### src/rtl/if_fetch_unit_pkg.sv
// Shared types for the MIPS32 instruction-fetch stage: FSM states, NOP encoding, IF/ID bundle.
package mips32_if_pkg;

   typedef enum logic [1:0] {
      BOOT  = 2'd0,
      FETCH = 2'd1,
      HOLD  = 2'd2,
      DRAIN = 2'd3
   } fetch_state_e;

   localparam logic [31:0] INSTR_NOP = 32'h0000_0000;

   typedef struct packed {
      logic        valid;
      logic [31:0] pc;
      logic [31:0] instr;
   } ifid_t;

endpackage

### src/rtl/if_fetch_unit_if.sv
// Instruction-memory request/response bus between the fetch unit (master) and imem (slave).
interface if_fetch_unit_if;
   logic        req;
   logic [31:0] addr;
   logic        ack;
   logic [31:0] rdata;

   modport master (output req, output addr, input ack, input rdata);
   modport slave  (input req, input addr, output ack, output rdata);
endinterface

### src/rtl/if_fetch_unit_if_id_reg.sv
// IF/ID pipeline register: flush-to-NOP beats load, load beats bubble, otherwise hold.
module if_id_reg
   import mips32_if_pkg::*;
(
   input  logic  clk,
   input  logic  rst_n,
   input  logic  load_i,
   input  logic  flush_i,
   input  logic  bubble_i,
   input  ifid_t d_i,
   output ifid_t q_o
);

   ifid_t q_q;

   always_ff @(posedge clk or negedge rst_n) begin
      if (!rst_n) begin
         q_q.valid <= 1'b0;
         q_q.pc    <= 32'h0000_0000;
         q_q.instr <= INSTR_NOP;
      end else if (flush_i) begin
         q_q.valid <= 1'b0;
         q_q.instr <= INSTR_NOP;
      end else if (load_i) begin
         q_q <= d_i;
      end else if (bubble_i) begin
         q_q.valid <= 1'b0;
      end
   end

   assign q_o = q_q;

endmodule

### src/rtl/if_fetch_unit.sv
// MIPS32 instruction-fetch stage: PC, imem request sequencing, skid buffer and IF/ID load.
// Optional misaligned-fetch trap enabled by defining IF_MISALIGN_TRAP_EN.
//
// state | meaning
// BOOT  | one idle cycle after reset, no request
// FETCH | request outstanding at imem_addr = pc
// HOLD  | response captured in skid while ID stalls, no request
// DRAIN | flushed while waiting; swallow the stale response
module if_fetch_unit
   import mips32_if_pkg::*;
#(
   parameter logic [31:0] RESET_VECTOR = 32'h0000_0000,
   parameter logic [31:0] EXC_VECTOR   = 32'h0000_0180
) (
   input  logic                   clk,
   input  logic                   rst_n,
   input  logic [31:0]            next_pc,
   output logic [31:0]            pc_plus4,
   output logic [31:0]            pc,
   if_fetch_unit_if.master        imem,
   input  logic                   stall_id,
   input  logic                   flush,
   output logic                   ifid_valid,
   output logic [31:0]            ifid_pc,
   output logic [31:0]            ifid_instr,
   output logic                   misalign_exc
);

   fetch_state_e state_q;
   logic [31:0]  pc_q;
   logic [31:0]  addr_q;
   logic         req_q;
   logic [31:0]  skid_q;
   logic         skid_vld_q;
   logic         misalign_q;

   logic         trap;
   logic [31:0]  pc_load;
   logic         ifid_load;
   logic         ifid_flush;
   logic         ifid_bubble;
   ifid_t        ifid_d;
   ifid_t        ifid_q;

`ifdef IF_MISALIGN_TRAP_EN
   assign trap = (next_pc[1:0] != 2'b00);
`else
   assign trap = 1'b0;
`endif

   // Without the trap, low bits are simply dropped so fetches stay word-aligned.
   assign pc_load = trap ? EXC_VECTOR : (next_pc & 32'hFFFF_FFFC);

   always_comb begin
      ifid_load    = 1'b0;
      ifid_flush   = 1'b0;
      ifid_bubble  = 1'b0;
      ifid_d.valid = 1'b1;
      ifid_d.pc    = pc_q;
      ifid_d.instr = imem.rdata;
      if (flush) begin
         ifid_flush = 1'b1;
      end else begin
         case (state_q)
            FETCH: begin
               if (imem.ack && !stall_id)       ifid_load   = 1'b1;
               else if (!imem.ack && !stall_id) ifid_bubble = 1'b1;
            end
            HOLD: begin
               if (!stall_id) begin
                  ifid_load    = 1'b1;
                  ifid_d.valid = skid_vld_q;
                  ifid_d.instr = skid_q;
               end
            end
            default: ;
         endcase
      end
   end

   always_ff @(posedge clk or negedge rst_n) begin
      if (!rst_n) begin
         state_q    <= BOOT;
         pc_q       <= RESET_VECTOR;
         addr_q     <= RESET_VECTOR;
         req_q      <= 1'b0;
         skid_q     <= INSTR_NOP;
         skid_vld_q <= 1'b0;
         misalign_q <= 1'b0;
      end else begin
         misalign_q <= 1'b0;
         if (flush) begin
            pc_q       <= pc_load;
            misalign_q <= trap;
            skid_vld_q <= 1'b0;
            req_q      <= 1'b1;
            // An unanswered request must stay on the bus until its ack arrives.
            if ((state_q == FETCH || state_q == DRAIN) && !imem.ack) begin
               state_q <= DRAIN;
            end else begin
               state_q <= FETCH;
               addr_q  <= pc_load;
            end
         end else begin
            case (state_q)
               BOOT: begin
                  state_q <= FETCH;
                  req_q   <= 1'b1;
                  addr_q  <= pc_q;
               end
               FETCH: begin
                  if (imem.ack) begin
                     if (stall_id) begin
                        skid_q     <= imem.rdata;
                        skid_vld_q <= 1'b1;
                        req_q      <= 1'b0;
                        state_q    <= HOLD;
                     end else begin
                        pc_q       <= pc_load;
                        addr_q     <= pc_load;
                        misalign_q <= trap;
                     end
                  end
               end
               HOLD: begin
                  if (!stall_id) begin
                     pc_q       <= pc_load;
                     addr_q     <= pc_load;
                     misalign_q <= trap;
                     req_q      <= 1'b1;
                     skid_vld_q <= 1'b0;
                     state_q    <= FETCH;
                  end
               end
               DRAIN: begin
                  if (imem.ack) begin
                     addr_q  <= pc_q;
                     state_q <= FETCH;
                  end
               end
               default: state_q <= BOOT;
            endcase
         end
      end
   end

   if_id_reg u_if_id_reg (
      .clk      (clk),
      .rst_n    (rst_n),
      .load_i   (ifid_load),
      .flush_i  (ifid_flush),
      .bubble_i (ifid_bubble),
      .d_i      (ifid_d),
      .q_o      (ifid_q)
   );

   assign pc           = pc_q;
   assign pc_plus4     = pc_q + 32'd4;
   assign imem.req     = req_q;
   assign imem.addr    = addr_q;
   assign ifid_valid   = ifid_q.valid;
   assign ifid_pc      = ifid_q.pc;
   assign ifid_instr   = ifid_q.instr;
   assign misalign_exc = misalign_q;

endmodule

### src/flat_wrapper.sv
// flat-port wrapper written by rule: the top's interface ports become plain ports
module if_fetch_unit_flat import mips32_if_pkg::*;
#(
   parameter logic [31:0] RESET_VECTOR = 32'h0000_0000,
   parameter logic [31:0] EXC_VECTOR   = 32'h0000_0180
)
  (clk, rst_n, next_pc, pc_plus4, pc, stall_id, flush, ifid_valid, ifid_pc, ifid_instr, misalign_exc, imem_req, imem_addr, imem_ack, imem_rdata);
  if_fetch_unit_if imem_i ();
  input  logic clk;
  input  logic rst_n;
  input  logic [31:0] next_pc;
  output logic [31:0] pc_plus4;
  output logic [31:0] pc;
  input  logic stall_id;
  input  logic flush;
  output logic ifid_valid;
  output logic [31:0] ifid_pc;
  output logic [31:0] ifid_instr;
  output logic misalign_exc;
  output wire logic [$bits(imem_i.req)-1:0] imem_req;
  output wire logic [$bits(imem_i.addr)-1:0] imem_addr;
  input wire logic [$bits(imem_i.ack)-1:0] imem_ack;
  input wire logic [$bits(imem_i.rdata)-1:0] imem_rdata;
  assign imem_req = imem_i.req;
  assign imem_addr = imem_i.addr;
  assign imem_i.ack = imem_ack;
  assign imem_i.rdata = imem_rdata;
  if_fetch_unit #(.RESET_VECTOR(RESET_VECTOR), .EXC_VECTOR(EXC_VECTOR)) u_core (.clk(clk), .rst_n(rst_n), .next_pc(next_pc), .pc_plus4(pc_plus4), .pc(pc), .imem(imem_i), .stall_id(stall_id), .flush(flush), .ifid_valid(ifid_valid), .ifid_pc(ifid_pc), .ifid_instr(ifid_instr), .misalign_exc(misalign_exc));
endmodule
### config.mk
export PLATFORM = sky130hd
export DESIGN_NAME = if_fetch_unit_flat
export DESIGN_NICKNAME = d
export VERILOG_FILES = /design/src/rtl/if_fetch_unit_pkg.sv /design/src/rtl/if_fetch_unit_if.sv /design/src/rtl/if_fetch_unit_if_id_reg.sv /design/src/rtl/if_fetch_unit.sv /design/src/flat_wrapper.sv
export SDC_FILE = /design/constraint.sdc
export NUM_CORES = 1
export LEC_CHECK = 0
export CORE_MARGIN = 8
export CORE_UTILIZATION = 40
export CTS_CLUSTER_SIZE = 8
export DETAILED_ROUTE_END_ITERATION = 16
export GPL_TIMING_DRIVEN = 0
export PLACE_DENSITY = 0.73
export SLEW_MARGIN = 15
export SYNTH_ARGS = -nofsm -noshare
export SYNTH_HDL_FRONTEND = slang
export SYNTH_SLANG_ARGS = --single-unit
### constraint.sdc
create_clock -name clk -period 3.2 [get_ports clk]
set_clock_uncertainty 0.15 [all_clocks]
set_input_delay 0.96 -clock clk [delete_from_list [all_inputs] [get_ports clk]]
set_output_delay 0.96 -clock clk [all_outputs]
set_load 0.03 [all_outputs]
* Word level (Yosys, flattened, before mapping) *
Cells that the tools add are included.

word-level totals
  logic and storage cells = 84
  flip-flop bits (word level) = 165
  latch bits = 0
  memories kept = 0
  memory bits (writable) = 0
  output and inout port bits = 163
  bits in read-only memories = 0
  bits of input ports = 69

cells by class
  reductions and logical operators = 18
  equal/unequal tests = 8
  $add $sub $neg = 1
  multipliers = 0
  divide/modulo/power cells = 0
  bitwise gates (word level) = 2
  mux-type cells = 46
  magnitude comparators = 0
  shifts and indexed selects = 0

operator list
  operator                                                                count
  32-bit 2-to-1 mux                                                       13
  32-bit one-hot mux with 4 select lines                                  1
  32-bit one-hot mux with 2 select lines                                  1
  32-bit by 3-bit adder with 32-bit output (second input constant)        1
  1-bit 2-to-1 mux                                                        21
  2-bit 2-to-1 mux                                                        6
  3-bit != test (second input constant)                                   4
  3-bit AND reduction                                                     3
  2-bit one-hot mux with 4 select lines                                   1
  4-bit AND reduction                                                     2
  3-bit nonzero test                                                      2
  2-bit equality test (second input constant)                             2
  1-bit one-hot mux with 2 select lines                                   2
  2-bit AND reduction                                                     2
  4-bit nonzero test                                                      1
  1-bit logical AND                                                       3
  1-bit one-hot mux with 3 select lines                                   1
  2-bit by 1-bit equality test with 1-bit output (second input constant)  1
  1-bit logical NOT                                                       2
  2-bit logical NOT                                                       1
  2-bit != test (second input constant)                                   1
  1-bit inverter                                                          2
  2-bit nonzero test                                                      1
  1-bit logical OR                                                        1

* Longest topological paths before layout *
  depth in word-level cells = 9
  depth in mapped cells = 9
  gate-level depth less buffers = 6

* By module *
From an unflattened synthesis, not the netlist that was laid out.

second synthesis, totals
  cell total of the unflattened synthesis = 634
  area total of the unflattened synthesis = 7906.3 um^2

by module, submodules not included
  module         cells an instance  times used  seq. area each (um^2)  area each (um^2)
  if_fetch_unit  458                1           2402.3                 5252.5
  if_id_reg      176                1           1626.6                 2653.8

* Worst setup path after synthesis *
Ideal clock, no wire load.

  path type = flip-flop to output port
  start = register u_core.pc_q[3], in the netlist u_core.pc[3]
  end = output pc_plus4[20]
  path buffers = 0
  stages on the path, launching flop included = 6
  data arrival time = 2.040 ns
  data required time = 2.090 ns
  slack = 0.050 ns
  cells stage by stage = dfrtp_1 > ha_1 > nand4_1 > nor3_4 > nand4_1 > xnor2_1

on the way
  word-level cells in the longest chain between the ends = 1

ends and longest elaborated chain
  item                                      RTL line              source
  from (decl)                               if_fetch_unit.sv:30   logic [31:0] pc_q;
  from (signal assigned)                    if_fetch_unit.sv:93   pc_q <= pc_load;
  from (signal assigned)                    if_fetch_unit.sv:119  pc_q <= pc_load;
  from (signal assigned)                    if_fetch_unit.sv:127  pc_q <= pc_load;
  32-bit by 3-bit adder with 32-bit output  if_fetch_unit.sv:158  assign pc_plus4 = pc_q + 32'd4;
  to (decl)                                 flat_wrapper.sv:12    output logic [31:0] pc_plus4;

Every way passes these cells.

* Worst setup path after layout *
  start = register u_core.pc_q[2], in the netlist u_core.pc[2]
  end = output pc_plus4[20]

The elaborated chain is that of the path after synthesis.

==> impl_metrics.csv <==
group,metric,value,unit
route,drtAntennaViolNets,0,
clock_network,cts_tree,"built",
yosys,postSynthAreaPerCell,12.3,µm²
clock_network,clk_latency,0.41,ns
route,wire_per_inst,18.9,µm
route,wl,20900,µm
critical_path,cp_common_cell,"nand4_1",
pwr,vdd_drop_max,0.517,mV
timing,drv_slew,0,
outcome,violations,"setup timing",
critical_path,crit_path_top_delay_cell,"dfrtp_2",
floorplanning,die_area,0.0230,mm²
floorplanning,start_util,40.8,%
critical_path,arrival,2.10,ns
yosys,yosys_warnings,0,
route,dr.pass1.iters,5,
yosys,synth_ff_type,"dfrtp_1",
critical_path,rrSetupSlack,0.85,ns
timing,fin_crit_sh,100,%
pwr,power_density,925,mW/mm²
outcome,status,"finished, violations left",
timing,setup_viol,1,
critical_path,reg2reg_from,"u_core.state_q[1]$_DFFE_PN0P_",
global_route,grt_pass1_wl,31900,µm
timing,layout_setup_ws,-0.0145,ns
yosys,ys_ff_latch,159,
timing,rsz0062_at_grt,"yes",
placed_design,dp_slack,-0.574,ns
finish,final_common_cell,"clkdlybuf4s50_1",
timing,fmax,311,MHz
floorplanning,chipHeight,152,µm
yosys,netlist_area,0.00736,mm²
global_route,grt_pass1_vias,5626,
route,drc,0,
yosys,synth-edff-count,0,
floorplanning,die_x,152,µm
route,routed_via_density,5.08,
yosys,synth_cells,600,
timing,hold_viol_final,0,
pwr,p_leak,4.72,nW
route,vias,5624,
placed_design,hpwlAfterDp,15200,µm
clock_network,cts_made_buffers,17,
clock_network,clkSinkCount,159,
finish,layout_common_cells,"clkdlybuf4s50_1, dfrtp_1, mux2_2, nor2_1, mux2i_1",
yosys,synthDistinctLibCells,41,
run,drv_cap,0,
finish,area_delta_synth_final,45.6,%
clock_network,path_clk_slew,0.07,ns
critical_path,worst-path-max-fanout,9,
timing,worst_pin_slew,0.642,ns
critical_path,cp_slowest_stage_delay,0.44,ns
placed_design,gp_congestion,0.817,
timing,timing.hold.ws,0.334,ns
floorplanning,rows,49,
critical_path,path_cells,"ha_4 > nand4_1 > nor3_4 > buf_12 > nand4_1 > xnor2_2 > buf_6",
pwr,power,9.92,mW
placed_design,io_buffers,219,
timing,slew_headroom,57.2,%
floorplanning,pin_count,232,
critical_path,worst-setup-path-type,"reg -> out",
global_route,grt-ovfl-total,0,
clock_network,cts-root-buf,"clkbuf_16",
timing,min_period,3.21,ns
clock_network,htree_levels,4,
finish,fin_nets,937,
finish,drive_above_1_share,27.3,%
global_route,grt_max_degree,82,
critical_path,end_kind,"output port",
critical_path,cp-start-kind,"flop",
floorplanning,core_area,0.0180,mm²
global_route,antenna_found_initial,0,
route,drt_iter0_drc,248,
hold_path,whs_path_depth,1,
critical_path,cp.required,2.09,ns
hold_path,hold_class,"reg -> reg",
global_route,grt_usage,17.9,%
finish,nFillCells,1540,
clock_network,clockBufferDepth,2,
hold_path,hold_end,"u_core.u_if_id_reg.q_o[63]$_DFFE_PN0P_",
yosys,async_reset_ff_share,100,%
critical_path,r2r-end,"u_core.u_if_id_reg.q_o[40]$_DFFE_PN0P_",
hold_path,min_from,"u_core.u_if_id_reg.q_o[63]$_DFFE_PN0P_",
critical_path,worstRegToRegCells,8,
yosys,yosysSeqAreaShare,54.1,%
## critical path: cells and delay by family (launching register included)
| kind | cells | cell delay (ns) |
|---|---|---|
| DFF | 1 | 0.44 |
| adders and majority gates | 1 | 0.17 |
| and+or+nand+nor | 3 | 0.56 |
| buffers and inverters | 2 | 0.32 |
| xor gates and xnor gates | 1 | 0.20 |
## worst max-delay path by stage
stage | slack, ns | cells past startpoint | end | startpoint
4_1_cts | -0.10 | 7 | pc_plus4[20] | u_core.pc[2]$_DFFE_PN0P_
5_1_grt | -0.12 | 7 | pc_plus4[20] | u_core.pc[2]$_DFFE_PN0P_
3_3_place_gp | -5.73 | 1 | u_core.skid_q[5]$_DFFE_PN0P_ | rst_n
3_5_place_dp | -0.57 | 6 | pc_plus4[20] | u_core.pc[2]$_DFFE_PN0P_
2_1_floorplan | 0.05 | 5 | pc_plus4[20] | u_core.pc[3]$_DFFE_PN0P_
6_report | -0.01 | 7 | pc_plus4[20] | u_core.pc[2]$_DFFE_PN0P_
## final cells by class
class | instances | area, µm² | share of cell area (%)
Antenna cell | 1 | 2.50 | 0.0233
Buffer | 47 | 303 | 2.83
Clock buffer | 17 | 425 | 3.97
Clock inverter | 15 | 196 | 1.83
Inverter | 5 | 18.8 | 0.175
Multi-Input combinational cell | 396 | 3160 | 29.5
Sequential cell | 159 | 4000 | 37.3
Tap cell | 229 | 287 | 2.67
Timing Repair Buffer | 237 | 2330 | 21.7
## cells in the mapped netlist, drive strengths merged, types with 2 or more instances
| cell | number | area (µm²) |
|---|---|---|
| a211oi | 33 | 248 |
| a21oi | 37 | 185 |
| and2 | 3 | 18.8 |
| and2b | 2 | 15.0 |
| and3 | 4 | 25.0 |
| and4 | 4 | 35.0 |
| buf | 41 | 265 |
| clkbuf | 7 | 26.3 |
| dfrtp | 159 | 3980 |
| ha | 5 | 62.6 |
| inv | 5 | 18.8 |
| mux2 | 90 | 1010 |
| mux2i | 64 | 641 |
| nand2 | 9 | 36.3 |
| nand2b | 2 | 12.5 |
| nand3 | 14 | 80.1 |
| nand4 | 7 | 43.8 |
| nor2 | 67 | 251 |
| nor3 | 2 | 21.3 |
| o21ai | 4 | 20.0 |
| o21bai | 2 | 18.8 |
| xnor2 | 22 | 193 |
| xor2 | 6 | 52.6 |
## flip-flops by register name, summed over array words and instances (netlist names)
signal,flops
u_core.imem.req,1
u_core.state_q,2
u_core.imem.addr,30
u_core.skid_q,32
u_core.pc,30
u_core.u_if_id_reg.q_o,63
u_core.skid_vld_q,1
## report_power, final
group | total (mW) | internal [mW] | switching [mW] | leakage (nW)
registers | 3.26 | 2.78 | 0.486 | 1.91
logic | 4.52 | 1.99 | 2.54 | 2.51
clock network | 2.13 | 1.26 | 0.878 | 0.296
## per-layer routing
| layer | GRT usage, % | part of all wire [%] |
|---|---|---|
| met5 | 0 | 0 |
| met2 | 28.1 | 46 |
| met4 | 5.05 | 1.3 |
| met1 | 23.0 | 42 |
| met3 | 6.36 | 11 |
## metrics by stage
stage                     utilization (%)  std cells  TNS [ns]  area [µm²]
after floorplan                         -        608         0        7390
after global placement               54.8       1056   -916.59        9870
after detailed placement             54.9       1057     -7.69        9900
after CTS                            58.8       1097    -0.250       10600
after global routing                 59.4       1105    -0.700       10700
final                                59.5       1106   -0.0145       10700
## repair_timing
| action | 4_1_cts | 5_1_grt |
|---|---|---|
| gates cloned | 0 | 1 |
| setup buffers | 9 | 7 |
| resized for setup | 137 | 38 |
| hold buffers | 0 | 0 |
| pin swaps | 5 | 5 |
| endpoints found under the setup margin | 26 | 25 |
## logic make-up (layout without fill, tap and decap cells)
logic type / Yosys count / in the layout / synth area share [%]
adder cells (fa/ha/maj): 5 / 5 / 0.850
flip-flops: 159 / 159 / 54.1
buffers and inverters: 53 / 321 / 4.22
AO/OA/AOI/OAI: 80 / 80 / 6.85
AND/OR/NAND/NOR: 120 / 120 / 8.18
multiplexers: 154 / 154 / 22.5
other: 1 / 10 / 0.0509
XOR/XNOR: 28 / 28 / 3.33
Power figures use the tool's default switching activity.
